[src/rtl/jtdd_adpcm_pkg.sv]
// Shared constants for the ADPCM encoder: OKI step table, index adjust
// table, clamp limits and the encoder FSM states.
package jtdd_adpcm_pkg;

  localparam logic signed [7:0]  IDX_MAX = 8'sd48;
  localparam logic signed [13:0] PCM_MIN = -14'sd2048;
  localparam logic signed [13:0] PCM_MAX = 14'sd2047;

  localparam logic [10:0] STEP [49] = '{
    11'd16,   11'd17,   11'd19,   11'd21,   11'd23,   11'd25,   11'd28,
    11'd31,   11'd34,   11'd37,   11'd41,   11'd45,   11'd50,   11'd55,
    11'd60,   11'd66,   11'd73,   11'd80,   11'd88,   11'd97,   11'd107,
    11'd118,  11'd130,  11'd143,  11'd157,  11'd173,  11'd190,  11'd209,
    11'd230,  11'd253,  11'd279,  11'd307,  11'd337,  11'd371,  11'd408,
    11'd449,  11'd494,  11'd544,  11'd598,  11'd658,  11'd724,  11'd796,
    11'd876,  11'd963,  11'd1060, 11'd1166, 11'd1282, 11'd1411, 11'd1552
  };

  localparam logic signed [7:0] ADJ [8] = '{
    -8'sd1, -8'sd1, -8'sd1, -8'sd1, 8'sd2, 8'sd4, 8'sd6, 8'sd8
  };

  typedef enum logic [2:0] {
    IDLE,
    WAIT,
    DIFF,
    QUANT,
    UPD,
    WR
  } state_t;

endpackage

[src/rtl/jtdd_adpcm_enc_if.sv]
// Control, sample stream and sample-memory write bus of the ADPCM encoder.
// The encoder uses the master modport, the controlling host the slave one.
interface jtdd_adpcm_enc_if;
  logic        start;
  logic        stop;
  logic [7:0]  start_blk;
  logic [7:0]  end_blk;
  logic [11:0] pcm;
  logic        pcm_valid;
  logic        pcm_ready;
  logic [15:0] mem_addr;
  logic [7:0]  mem_dout;
  logic        mem_we;
  logic        mem_ok;
  logic        busy;
  logic [3:0]  code;

  modport master (
    input  start, stop, start_blk, end_blk, pcm, pcm_valid, mem_ok,
    output pcm_ready, mem_addr, mem_dout, mem_we, busy, code
  );

  modport slave (
    output start, stop, start_blk, end_blk, pcm, pcm_valid, mem_ok,
    input  pcm_ready, mem_addr, mem_dout, mem_we, busy, code
  );
endinterface

[src/rtl/jtdd_adpcm_quant.sv]
// ADPCM datapath: difference, 3-bit quantisation and decoder-model update
// of predictor and step index. Each stage is enabled by the owning FSM.
module jtdd_adpcm_quant
  import jtdd_adpcm_pkg::*;
(
  input  logic        clk,
  input  logic        rst_n,
  input  logic        clear,
  input  logic        load,
  input  logic        diff_en,
  input  logic        quant_en,
  input  logic        upd_en,
  input  logic [11:0] pcm,
  output logic [3:0]  code_new,
  output logic [3:0]  code
);

  logic signed [11:0] sample;
  logic signed [11:0] predictor;
  logic [5:0]         idx;
  logic [10:0]        step;
  logic               sign;
  logic [12:0]        mag;
  logic               b2, b1, b0;

  logic [12:0]        diff, mag_nxt, r1, r2;
  logic               b2_nxt, b1_nxt, b0_nxt;
  logic [11:0]        delta;
  logic signed [13:0] psum, psat;
  logic signed [7:0]  inext;
  logic [5:0]         idx_nxt;

  assign code_new = {sign, b2, b1, b0};

  // Stage arithmetic for DIFF, QUANT and UPD
  always_comb begin
    diff    = {sample[11], sample} - {predictor[11], predictor};
    mag_nxt = diff[12] ? (13'd0 - diff) : diff;

    b2_nxt = mag >= {2'b00, step};
    r1     = b2_nxt ? (mag - {2'b00, step}) : mag;
    b1_nxt = r1 >= {3'b000, step[10:1]};
    r2     = b1_nxt ? (r1 - {3'b000, step[10:1]}) : r1;
    b0_nxt = r2 >= {4'b0000, step[10:2]};

    delta = {4'b0000, step[10:3]}
          + (b0 ? {3'b000, step[10:2]} : 12'd0)
          + (b1 ? {2'b00,  step[10:1]} : 12'd0)
          + (b2 ? {1'b0,   step}       : 12'd0);
    psum  = sign ? ({{2{predictor[11]}}, predictor} - {2'b00, delta})
                 : ({{2{predictor[11]}}, predictor} + {2'b00, delta});
    psat  = (psum < PCM_MIN) ? PCM_MIN : (psum > PCM_MAX) ? PCM_MAX : psum;

    inext   = $signed({2'b00, idx}) + ADJ[{b2, b1, b0}];
    idx_nxt = inext[7] ? 6'd0 : (inext > IDX_MAX) ? IDX_MAX[5:0] : inext[5:0];
  end

  // Pipeline registers and decoder-model state
  always_ff @(posedge clk or negedge rst_n) begin
    if (!rst_n) begin
      sample    <= '0;
      predictor <= '0;
      idx       <= '0;
      step      <= '0;
      sign      <= 1'b0;
      mag       <= '0;
      b2        <= 1'b0;
      b1        <= 1'b0;
      b0        <= 1'b0;
      code      <= '0;
    end else begin
      if (clear) begin
        predictor <= '0;
        idx       <= '0;
      end
      if (load) sample <= pcm;
      if (diff_en) begin
        step <= STEP[idx];
        sign <= diff[12];
        mag  <= mag_nxt;
      end
      if (quant_en) begin
        b2 <= b2_nxt;
        b1 <= b1_nxt;
        b0 <= b0_nxt;
      end
      if (upd_en) begin
        predictor <= psat[11:0];
        idx       <= idx_nxt;
        code      <= code_new;
      end
    end
  end

endmodule

[src/rtl/jtdd_adpcm_enc.sv]
// ADPCM encoder top: sequencing FSM, nibble packing and sample-memory
// write handshake around the jtdd_adpcm_quant datapath.
module jtdd_adpcm_enc
  import jtdd_adpcm_pkg::*;
#(
  parameter bit END_FLUSH = 1'b1
) (
  input  logic             clk,
  input  logic             rst_n,
  jtdd_adpcm_enc_if.master bus
);

  state_t     state;
  logic [7:0] blk, end_r, blk_nxt;
  logic [8:0] byte_cnt;
  logic       nib_sel;
  logic [3:0] hi;
  logic [7:0] mem_dout;
  logic       mem_we, pcm_ready, busy;
  logic       stop_pend;
  logic [3:0] code_new;

  assign blk_nxt       = (byte_cnt == 9'h1FF) ? blk + 8'd1 : blk;
  assign bus.mem_addr  = {blk[6:0], byte_cnt};
  assign bus.mem_dout  = mem_dout;
  assign bus.mem_we    = mem_we;
  assign bus.pcm_ready = pcm_ready;
  assign bus.busy      = busy;

  jtdd_adpcm_quant u_quant (
    .clk      (clk),
    .rst_n    (rst_n),
    .clear    (state == IDLE && bus.start && !bus.stop),
    .load     (state == WAIT && bus.pcm_valid && !bus.stop),
    .diff_en  (state == DIFF),
    .quant_en (state == QUANT),
    .upd_en   (state == UPD && !bus.stop),
    .pcm      (bus.pcm),
    .code_new (code_new),
    .code     (bus.code)
  );

  // Sequencing FSM with registered handshake outputs
  always_ff @(posedge clk or negedge rst_n) begin
    if (!rst_n) begin
      state     <= IDLE;
      blk       <= '0;
      end_r     <= '0;
      byte_cnt  <= '0;
      nib_sel   <= 1'b0;
      hi        <= '0;
      mem_dout  <= '0;
      mem_we    <= 1'b0;
      pcm_ready <= 1'b0;
      busy      <= 1'b0;
      stop_pend <= 1'b0;
    end else begin
      case (state)
        IDLE: begin
          if (bus.start && !bus.stop) begin
            blk       <= bus.start_blk;
            end_r     <= bus.end_blk;
            byte_cnt  <= '0;
            nib_sel   <= 1'b0;
            stop_pend <= 1'b0;
            if (bus.start_blk != bus.end_blk) begin
              state     <= WAIT;
              busy      <= 1'b1;
              pcm_ready <= 1'b1;
            end
          end
        end
        WAIT, DIFF, QUANT, UPD: begin
          if (bus.stop) begin
            // In-flight sample is dropped; only an already packed high nibble survives
            pcm_ready <= 1'b0;
            if (nib_sel && END_FLUSH) begin
              mem_dout  <= {hi, 4'h0};
              mem_we    <= 1'b1;
              nib_sel   <= 1'b0;
              stop_pend <= 1'b1;
              state     <= WR;
            end else begin
              busy  <= 1'b0;
              state <= IDLE;
            end
          end else begin
            case (state)
              WAIT: begin
                if (bus.pcm_valid) begin
                  pcm_ready <= 1'b0;
                  state     <= DIFF;
                end
              end
              DIFF:  state <= QUANT;
              QUANT: state <= UPD;
              UPD: begin
                if (!nib_sel) begin
                  hi        <= code_new;
                  nib_sel   <= 1'b1;
                  pcm_ready <= 1'b1;
                  state     <= WAIT;
                end else begin
                  mem_dout <= {hi, code_new};
                  mem_we   <= 1'b1;
                  nib_sel  <= 1'b0;
                  state    <= WR;
                end
              end
              default: state <= IDLE;
            endcase
          end
        end
        WR: begin
          if (bus.stop) stop_pend <= 1'b1;
          if (bus.mem_ok) begin
            mem_we   <= 1'b0;
            byte_cnt <= byte_cnt + 9'd1;
            blk      <= blk_nxt;
            if (blk_nxt == end_r || stop_pend || bus.stop) begin
              busy  <= 1'b0;
              state <= IDLE;
            end else begin
              pcm_ready <= 1'b1;
              state     <= WAIT;
            end
          end
        end
        default: state <= IDLE;
      endcase
    end
  end

endmodule

[src/flat_wrapper.sv]
// flat-port wrapper written by rule: the top's interface ports become plain ports
module jtdd_adpcm_enc_flat import jtdd_adpcm_pkg::*;
#(
  parameter bit END_FLUSH = 1'b1
)
  (clk, rst_n, bus_start, bus_stop, bus_start_blk, bus_end_blk, bus_pcm, bus_pcm_valid, bus_mem_ok, bus_pcm_ready, bus_mem_addr, bus_mem_dout, bus_mem_we, bus_busy, bus_code);
  jtdd_adpcm_enc_if bus_i ();
  input  logic clk;
  input  logic rst_n;
  input wire logic [$bits(bus_i.start)-1:0] bus_start;
  input wire logic [$bits(bus_i.stop)-1:0] bus_stop;
  input wire logic [$bits(bus_i.start_blk)-1:0] bus_start_blk;
  input wire logic [$bits(bus_i.end_blk)-1:0] bus_end_blk;
  input wire logic [$bits(bus_i.pcm)-1:0] bus_pcm;
  input wire logic [$bits(bus_i.pcm_valid)-1:0] bus_pcm_valid;
  input wire logic [$bits(bus_i.mem_ok)-1:0] bus_mem_ok;
  output wire logic [$bits(bus_i.pcm_ready)-1:0] bus_pcm_ready;
  output wire logic [$bits(bus_i.mem_addr)-1:0] bus_mem_addr;
  output wire logic [$bits(bus_i.mem_dout)-1:0] bus_mem_dout;
  output wire logic [$bits(bus_i.mem_we)-1:0] bus_mem_we;
  output wire logic [$bits(bus_i.busy)-1:0] bus_busy;
  output wire logic [$bits(bus_i.code)-1:0] bus_code;
  assign bus_i.start = bus_start;
  assign bus_i.stop = bus_stop;
  assign bus_i.start_blk = bus_start_blk;
  assign bus_i.end_blk = bus_end_blk;
  assign bus_i.pcm = bus_pcm;
  assign bus_i.pcm_valid = bus_pcm_valid;
  assign bus_i.mem_ok = bus_mem_ok;
  assign bus_pcm_ready = bus_i.pcm_ready;
  assign bus_mem_addr = bus_i.mem_addr;
  assign bus_mem_dout = bus_i.mem_dout;
  assign bus_mem_we = bus_i.mem_we;
  assign bus_busy = bus_i.busy;
  assign bus_code = bus_i.code;
  jtdd_adpcm_enc #(.END_FLUSH(END_FLUSH)) u_core (.clk(clk), .rst_n(rst_n), .bus(bus_i));
endmodule
[config.mk]
export PLATFORM = sky130hd
export DESIGN_NAME = jtdd_adpcm_enc_flat
export DESIGN_NICKNAME = d
export VERILOG_FILES = /design/src/rtl/jtdd_adpcm_pkg.sv /design/src/rtl/jtdd_adpcm_enc_if.sv /design/src/rtl/jtdd_adpcm_quant.sv /design/src/rtl/jtdd_adpcm_enc.sv /design/src/flat_wrapper.sv
export SDC_FILE = /design/constraint.sdc
export NUM_CORES = 1
export LEC_CHECK = 0
export CORE_MARGIN = 2
export CORE_UTILIZATION = 45
export DETAILED_ROUTE_END_ITERATION = 8
export PLACE_DENSITY = 0.74
export REMOVE_ABC_BUFFERS = 1
export SYNTH_ARGS = -nofsm -noshare
export SYNTH_HDL_FRONTEND = slang
export SYNTH_HIERARCHICAL = 1
export SYNTH_SLANG_ARGS = --single-unit
[constraint.sdc]
create_clock -name clk -period 18 [get_ports clk]
set_input_delay 3.6 -clock clk [delete_from_list [all_inputs] [get_ports clk]]
set_output_delay 3.6 -clock clk [all_outputs]
set_load 0.01 [all_outputs]
* After elaboration in Yosys (flattened, before gate mapping)
Memory sizes are Yosys's and may differ from the RTL's. A register that Yosys moved wholly into a read port is not among the register bits.
Index checks and enable logic that the tools add are counted.
** Word-level totals
- Bits in registers :: 96
- Latch bits :: 0
- Bits in writable memories :: 0
- ROM bits :: 768
- Input port bits :: 34
- Output and inout port bits :: 31
- Logic and storage cells :: 160
- Memories :: 2
** Memory list
- (no name shown) :: depth 64, width 11, read ports 1, clocked after Yosys merged registers in 1, wr ports 0, RTL line jtdd_adpcm_quant.sv:78 : step <= STEP[idx];
- (no name shown) :: depth 8, width 8, read ports 1, clocked after Yosys merged registers in 0, wr ports 0, RTL line jtdd_adpcm_quant.sv:54 : inext = $signed({2'b00, idx}) + ADJ[{b2, b1, b0}];
** Operators by class
- $add $sub $neg :: 12
- $mul :: 0
- Div/mod/pow operators :: 0
- Magnitude comparators :: 7
- Equality and inequality tests :: 21
- Shift-type cells :: 0
- Multiplexer cells :: 66
- Bitwise operators :: 4
- Reduce and logical (&&, ||, !) cells :: 28
** Operators by type and width (number)
- $mux W8 :: 9
- $mux W12 :: 4
- $mux W13 :: 3
- $mux W9 :: 3
- $mux W6 :: 4
- $mux W1 :: 23
- $mux W3 :: 7
- $pmux W9 S2 :: 1
- $pmux W8 S2 :: 1
- $add A12 B13 Y14 :: 1
- $gt A14 B12 Y1 const B :: 1
- $lt A14 B12 Y1 const B :: 1
- $mux W14 :: 1
- $ne A2 B2 Y1 const B :: 7
- $sub A12 B13 Y14 :: 1
- $ge A13 B10 Y1 :: 1
- $ge A13 B11 Y1 :: 1
- $ge A13 B9 Y1 :: 1
- $sub A1 B13 Y13 const A :: 1
- $sub A12 B12 Y13 :: 1
- $sub A13 B10 Y13 :: 1
- $sub A13 B11 Y13 :: 1
- $add A11 B11 Y12 :: 1
- $pmux W3 S4 :: 1
- other kinds (38) :: 62

* Longest topological paths before layout
Gate-level depths: netlist of run 1.
- Word-level depth :: 10
- Mapped depth :: 28

* Hierarchy
The synthesis of run 1 kept the hierarchy.
** By module, submodules not included
- jtdd_adpcm_quant :: instances 1, cells an instance 909, area each 7454.6 sq um, sequential area each 1551.5 sq um
- jtdd_adpcm_enc :: instances 1, cells an instance 286, area each 2702.6 sq um, sequential area each 1126.1 sq um

* Worst setup path after synthesis of run 1
No wires, ideal clock.
- Path type :: reg-to-reg
- Start :: register u_core.u_quant.step[4]
- End :: register u_core.u_quant.b0
- Setup time :: 0.131 ns
- Data arrival time :: 5.847 ns
- Required time :: 17.869 ns
- Slack :: 12.023 ns
- Cell stages (with the launch flop) :: 28
- Path buffers :: 2
- Path through :: dfrtp_1 > inv_1 > ha_1 > a211o_1 > a21oi_1 > a21oi_1 > nor3_1 > clkbuf_1 > mux2i_1 > inv_1 > ha_1 > a21oi_1 > o211ai_1 > a221o_1 > a221o_1 > o21ai_0 > and4b_1 > buf_2 > mux2_1 > ha_1 > nand2b_1 > a21o_1 > a21oi_1 > nor2b_1 > o211ai_1 > a21oi_1 > a2111oi_0 > o2bb2ai_1
** Between the ends
- Longest elaborated chain between the ends :: 5
- Elaborated cells on any way between the ends :: 7
- Those cells by class :: add/sub (2); order compare (3); mux (2)
** RTL lines
- start: declaration :: RTL line jtdd_adpcm_quant.sv:21 : logic [10:0] step;
- $sub A13 B11 Y13 / $ge A13 B11 Y1 (equally long branches) :: RTL line jtdd_adpcm_quant.sv:41, jtdd_adpcm_quant.sv:40
- $mux W13 :: RTL line jtdd_adpcm_quant.sv:41 : r1 = b2_nxt ? (mag - {2'b00, step}) : mag;
- $sub A13 B10 Y13 / $ge A13 B10 Y1 (equally long branches) :: RTL line jtdd_adpcm_quant.sv:43, jtdd_adpcm_quant.sv:42
- $mux W13 :: RTL line jtdd_adpcm_quant.sv:43 : r2 = b1_nxt ? (r1 - {3'b000, step[10:1]}) : r1;
- $ge A13 B9 Y1 (*) :: RTL line jtdd_adpcm_quant.sv:44 : b0_nxt = r2 >= {4'b0000, step[10:2]};
- end signal: assignment :: RTL line jtdd_adpcm_quant.sv:85 : b0 <= b0_nxt;
- end: declaration :: RTL line jtdd_adpcm_quant.sv:24 : logic b2, b1, b0;
Mark *: on every way between the ends. The rest lies on a longest branch, timed or not.
A chain may end at the register's enable or synchronous reset.

* Worst setup path after layout of run 1
- Start :: register u_core.u_quant.b2
- End :: register u_core.u_quant.predictor[0]
** Between the ends
- Longest elaborated chain between the ends :: 8
- Elaborated cells on any way between the ends :: 10
- Those cells by class :: add/sub (3); order compare (2); mux (5)
** RTL lines
- start: declaration :: RTL line jtdd_adpcm_quant.sv:24
- start signal: assignment :: RTL line jtdd_adpcm_quant.sv:83 : b2 <= b2_nxt;
- $mux W11 (*) :: RTL line jtdd_adpcm_quant.sv:49 : + (b2 ? {1'b0, step} : 12'd0);
- $add A11 B11 Y12 (*) :: RTL line jtdd_adpcm_quant.sv:49
- $add A12 B13 Y14 / $sub A12 B13 Y14 (equally long branches) :: RTL line jtdd_adpcm_quant.sv:51, jtdd_adpcm_quant.sv:50
- $mux W14 (*) :: RTL line jtdd_adpcm_quant.sv:50 : psum = sign ? ({{2{predictor[11]}}, predictor} - {2'b00, delta})
- $gt A14 B12 Y1 :: RTL line jtdd_adpcm_quant.sv:52 : psat = (psum < PCM_MIN) ? PCM_MIN : (psum > PCM_MAX) ? PCM_MAX : psum;
- $mux W12 :: RTL line jtdd_adpcm_quant.sv:52
- $mux W12 (*) :: RTL line jtdd_adpcm_quant.sv:52
- $mux W12 (*) :: RTL line jtdd_adpcm_quant.sv:87 : if (upd_en) begin
- end signal: assignment :: RTL line jtdd_adpcm_quant.sv:88 : predictor <= psat[11:0];
- end: declaration :: RTL line jtdd_adpcm_quant.sv:19 : logic signed [11:0] predictor;
Marked as above.

==> metrics.txt, run 1 <==
YS warnings=6; setup slack at placement=11.20 ns; worst hold path class=reg2reg; GR Util All Layers=0.201; ys async rst share=1.00; Clock Tree Buf Depth=2; htree depth=3; area delta synth->final=10.7%; Final Skew=0.0139 ns; Routed Antenna Nets=0; RSZ-0062 raised after global routing=false; register area share after synthesis=0.264; unique cell type count in the Yosys netlist=90; post-synth top area share=0.264; hold_sp=u_core/hi[3]; DRT iter0 DRCs=548; share of cells above drive strength 1=0.0780; Syn Inst Count=1,195; initial core utilization=0.463; DP HPWL=17,700 µm; WHS Path Cells=1; met2 wire length=10,800 µm; Max Cap Viol=0; clock latency on the worst-skew pair=0.36 ns; Final Hold Fails=0; Ports=65; synthesized area per cell=8.50 µm²; first-pass GRT wire length=39,800 µm; CP startpoint kind=flop; cells on worst reg2reg path=25; endpoints failing setup=0; Yosys top cell by area=dfrtp_1; max-slew violations=0; slew margin rel.=0.312; Die Ht=154 µm; Core Region=22,000 µm²; Port Buffers=64; outcome=finished clean; CTS tree=built; Pre-antenna DRT Iters=5; top cells by area, synth=dfrtp_1 26%, ha_1 11%, xnor2_1 4.6%, fa_1 4.3%, nor2_1 4.3%; GPL Wtd Cong=0.901; post-cts resize count=0; min setup slack post-route=11.16 ns; Routed WL=23,600 µm; Rows=54; vias in the first global route=8,212; chip width=154 µm; fill count=2,008; multi-input logic area=6860 µm²; Antenna Cells=0; Vias/cell=5.76; Vias=8,628; final period utilization=0.380; critical path data arrival time=7.06 ns; DR DRC count=0; Post-synth top cells=116 x nor2_1, 107 x dfrtp_1, 89 x nand2_1; CTS Hold Bufs=0; highest metal used=met4; CP required=18.22 ns; number of flops mapped to enable cells by yosys=0; Fmax=146 MHz; prevailing post-synth register cell=dfrtp_1; antenna violations before repair=0; met3 wire len=1080 µm; WS Path Type=reg2reg; clock-pin slew of the registers on the worst-case setup and hold paths=0.08 ns; NumNets Final=1,356; clk sinks=107; Die ar.=23,800 µm²; post-route minimum period=6.84 ns; Setup crit start=u_core/u_quant/b2; Setup crit end kind=flop; Finished Core Util=0.512; aggregate global routing overflow=0; Num CTS Buffers=9; worst-path fanout max=16; setup TNS=0 ns; largest net degree at the start of global routing=73; Post-CTS Setup Bufs=0; Reg area=2680 µm²; WL/cell=15.7 µm; worst reg2reg path startpoint=u_core/u_quant/b2; Post-Synthesis Cell Area=10,200 µm²; Worst Max-Slew Pin Slew=1.03 ns; metal1 wirelength=11,300 µm; CTS root buf=clkbuf_16; most frequent cell after synthesis=nor2_1; Seq cells post-synth=107
[final cells by class]
type                    instances  share of cell area
well taps                     280              0.0312
inverters                      85              0.0284
clock inverters                 7              0.0119
flip-flops and latches        107               0.238
repair buffers                 69              0.0601
clock buffers                   9              0.0200
multi-input cells             941               0.610
[metal layers]
layer / global-route usage / vias to the layer above
li1: - / 4294
met4: 0.0512 / 0
met2: 0.328 / 181
met1: 0.281 / 4131
met5: 0 / -
met3: 0.0300 / 22
[cells in the final DEF (no fill, tap or decap), drive strengths merged, types with 21 or more instances in the layout]
cell | netlist | routed
a21oi | 88 | 88
dfrtp | 107 | 107
nand2 | 89 | 89
mux2 | 39 | 39
inv | 84 | 85
o21ai | 86 | 86
fa | 22 | 22
nor2 | 117 | 117
ha | 87 | 87
nor3 | 21 | 21
xor2 | 31 | 31
clkdlybuf4s50 | 0 | 63
and2 | 21 | 21
xnor2 | 53 | 53
[critical path, stage by stage, from the launching register on]
cell and delay [ns]:
dfrtp_1 0.69, inv_2 0.25, nor2_1 0.18, fa_1 0.43, inv_1 0.09, fa_1 0.42, inv_1 0.07, ha_1 0.17
inv_1 0.06, fa_1 0.39, nor2b_1 0.17, o2111ai_1 0.20, a311oi_2 0.32, nor3_1 0.08, nor2_1 0.34, a211oi_1 0.15
xor2_1 0.16, ha_1 0.37, nand2_1 0.08, o21ai_0 0.33, o21ai_4 0.16, o21bai_1 0.15, a21oi_1 0.09, xnor3_1 0.52
o21ai_2 0.66, o21ai_1 0.15
[registers in the layout, indices dropped and copies added (netlist names), 3 cells and up]
register,flops
u_core/blk,8
u_core/bus.mem_dout,8
u_core/byte_cnt,9
u_core/end_r,8
u_core/hi,4
u_core/state,3
u_core/u_quant/code,4
u_core/u_quant/idx,6
u_core/u_quant/mag,13
u_core/u_quant/predictor,12
u_core/u_quant/sample,12
u_core/u_quant/step,11
[final timing paths]
path                                               end  slack (ns)
setup / recovery           u_core/u_quant/predictor[0]       11.16
hold / removal                  u_core/bus.mem_dout[7]        0.52
setup reg to reg           u_core/u_quant/predictor[0]       11.16
hold reg to reg                 u_core/bus.mem_dout[7]        0.52
max in group asynchronous    u_core/u_quant/sample[11]       13.52
min in group asynchronous              u_core/end_r[0]        3.17
[kinds of logic (layout without fill, tap and decap cells)]
| family | count (synthesis) | after routing | share of synthesized area |
|---|---|---|---|
| compound gates | 334 | 334 | 0.222 |
| xor+xnor | 85 | 85 | 0.0746 |
| fa+ha+maj | 109 | 109 | 0.151 |
| buf+inv | 147 | 170 | 0.0616 |
| flops | 107 | 107 | 0.264 |
| mux | 53 | 53 | 0.0570 |
| simple gates | 360 | 360 | 0.171 |
[through the flow]
step	instance area [µm²]	hold WS [ns]	cells
floorplan	9850	0.477	1133
global placement	10900	0.496	1482
detailed placement	10900	0.493	1482
CTS	11200	0.521	1498
global route	11200	0.536	1498
finish	11200	0.519	1498
Power of run 1 is left out: the tool's default activity adds up to more than one toggle a clock period on the data nets, which glitch-free logic cannot reach.
==> run 2: changes to the inputs <==
PLACE_DENSITY = 0.77   (was 0.74)
clock period = 6.2 ns   (was 18 ns; I/O delays follow)
==> run 2 against run 1 <==
Effect of this change:
- register-to-register slack lost 11 ns
- first-iteration DRC count shrank 17%
- non-clock buffer count grew 21
- critical path type unchanged
- critical endpoint unchanged
==> metrics.txt, run 2 (synthesis results as in run 1) <==
Clock Tree Buf Depth=2 (unchanged); Num CTS Buffers=9 (unchanged); reg2reg setup slack=0.34 ns (was 11.16 ns); Fmax=171 MHz (was 146 MHz); min setup slack post-route=0.335 ns (was 11.16 ns); Final Hold Fails=0 (unchanged); CTS Hold Bufs=0 (unchanged); largest net degree at the start of global routing=70 (was 73); CP startpoint kind=flop (unchanged); Rows=54 (unchanged); Routed Antenna Nets=0 (unchanged); slew margin rel.=0.240 (was 0.312); vias in the first global route=8,368 (was 8,212); initial core utilization=0.463 (unchanged); Core Region=22,000 µm² (unchanged); most frequent cells in the layout=115 x nor2_1, 104 x dfrtp_1, 88 x nand2_1, 86 x ha_1, 83 x a21oi_1 (was 116 x nor2_1, 107 x dfrtp_1, 89 x nand2_1, 87 x ha_1, 86 x a21oi_1); outcome=finished clean (unchanged); chip width=154 µm (unchanged); first-pass GRT wire length=41,200 µm (was 39,800 µm); fill count=2,018 (was 2,008); CTS tree=built (unchanged); post-route minimum period=5.86 ns (was 6.84 ns); Worst Max-Slew Pin Slew=1.14 ns (was 1.03 ns); Port Buffers=64 (unchanged); CTS root buf=clkbuf_16 (unchanged); antenna violations before repair=0 (unchanged); DRT iter0 DRCs=453 (was 548); WL/cell=16.2 µm (was 15.7 µm); share of cells above drive strength 1=0.108 (was 0.0780); DP HPWL=18,400 µm (was 17,700 µm); Die Ht=154 µm (unchanged); Finished Core Util=0.521 (was 0.512); final period utilization=0.946 (was 0.380); htree depth=3 (unchanged); worst hold path class=reg2reg (unchanged); most common cell after layout, fill and taps aside=nor2_1 (unchanged); clock-pin slew of the registers on the worst-case setup and hold paths=0.09 ns (was 0.08 ns); largest registers=u_core/u_quant/mag x13, u_core/u_quant/predictor x12, u_core/u_quant/sample x12 (unchanged); WS Path Type=reg2reg (unchanged); WHS Path Cells=2 (was 1); area delta synth->final=12.7% (was 10.7%); Vias=8,835 (was 8,628); cells on worst reg2reg path=22 (was 25); dpl cell area=11,000 µm² (was 10,900 µm²); CP required=6.45 ns (was 18.22 ns); clock latency on the worst-skew pair=0.37 ns (was 0.36 ns); setup slack at placement=0.175 ns (was 11.20 ns); critical path data arrival time=6.12 ns (was 7.06 ns); Ports=65 (unchanged); Vias/cell=5.82 (was 5.76); endpoints failing setup=0 (unchanged); Antenna Cells=0 (unchanged); max-slew violations=0 (unchanged); Setup crit end kind=flop (unchanged); GR Util All Layers=0.209 (was 0.201); Largest register FFs=13 (unchanged); clk sinks=107 (unchanged); Routed WL=24,700 µm (was 23,600 µm); Final Instance Area=11,400 µm² (was 11,200 µm²); Pre-antenna DRT Iters=5 (unchanged); Final Skew=0.0130 ns (was 0.0139 ns); GPL Wtd Cong=0.974 (was 0.901); Max Cap Viol=0 (unchanged); aggregate global routing overflow=0 (unchanged); Die ar.=23,800 µm² (unchanged); DR DRC count=0 (unchanged); NumNets Final=1,377 (was 1,356); worst-path fanout max=11 (was 16); register with the most flip-flops=u_core/u_quant/mag (unchanged)
==> run 2: path summary, 6_finish.rpt <==
path                                    from                           to
max                        u_core/u_quant/b0  u_core/u_quant/predictor[0]
min in group asynchronous              rst_n              u_core/end_r[3]
max reg2reg                u_core/u_quant/b0  u_core/u_quant/predictor[0]
max in group asynchronous              rst_n     u_core/u_quant/sample[1]
min reg2reg                u_core/bus.mem_we            u_core/bus.mem_we
min                        u_core/bus.mem_we            u_core/bus.mem_we
==> run 2: critical path: stages (launching register included) <==
cell and delay, ns:
dfrtp_1 0.47, buf_4 0.22, and2_1 0.17, fa_1 0.58
fa_1 0.44, ha_1 0.37, a21oi_1 0.32, o31ai_2 0.16
xor2_1 0.19, nor3_1 0.33, a31oi_1 0.22, a211oi_2 0.22
xor2_1 0.18, ha_1 0.31, a21oi_2 0.18, nand2_1 0.11
o21ai_4 0.26, o21bai_1 0.10, a21oi_1 0.19, xnor3_1 0.28
o21ai_2 0.20, buf_12 0.17, o21ai_1 0.08
==> run 2: layout make-up <==
type | count | area, µm² | area share
Inverter | 85 | 322 | 0.0281
Clock buffer | 9 | 225 | 0.0197
Multi-Input combinational cell | 941 | 6920 | 0.605
Tap cell | 280 | 350 | 0.0306
Sequential cell | 107 | 2680 | 0.234
Timing Repair Buffer | 90 | 850 | 0.0742
Clock inverter | 7 | 96.3 | 0.00842
==> run 2: metrics by stage <==
| stage | hold slack (ns) | setup TNS (ns) | instances |
|---|---|---|---|
| 2_1_floorplan | 0.477 | -0.158 | 1133 |
| 3_3_place_gp | 0.487 | 0 | 1500 |
| 3_5_place_dp | 0.491 | 0 | 1500 |
| 6_report | 0.503 | 0 | 1519 |
| 4_1_cts | 0.513 | 0 | 1516 |
| 5_1_grt | 0.540 | -0.0216 | 1519 |
==> run 2: layer usage <==
layer / vias up / track usage / wire length [µm]
met1: 4240 / 0.283 / 11500
met3: 33 / 0.0353 / 1000
met2: 219 / 0.343 / 11600
met4: 0 / 0.0676 / 651
li1: 4343 / - / -
met5: - / 0 / 0
==> run 2: repair_timing <==
item                       in CTS  in global routing
setup buffers                   0                  3
setup endpoints to repair       0                 13
hold endpoints to repair        0                  0
gates resized for setup         0                 24
Power of run 2 is left out for the same reason.
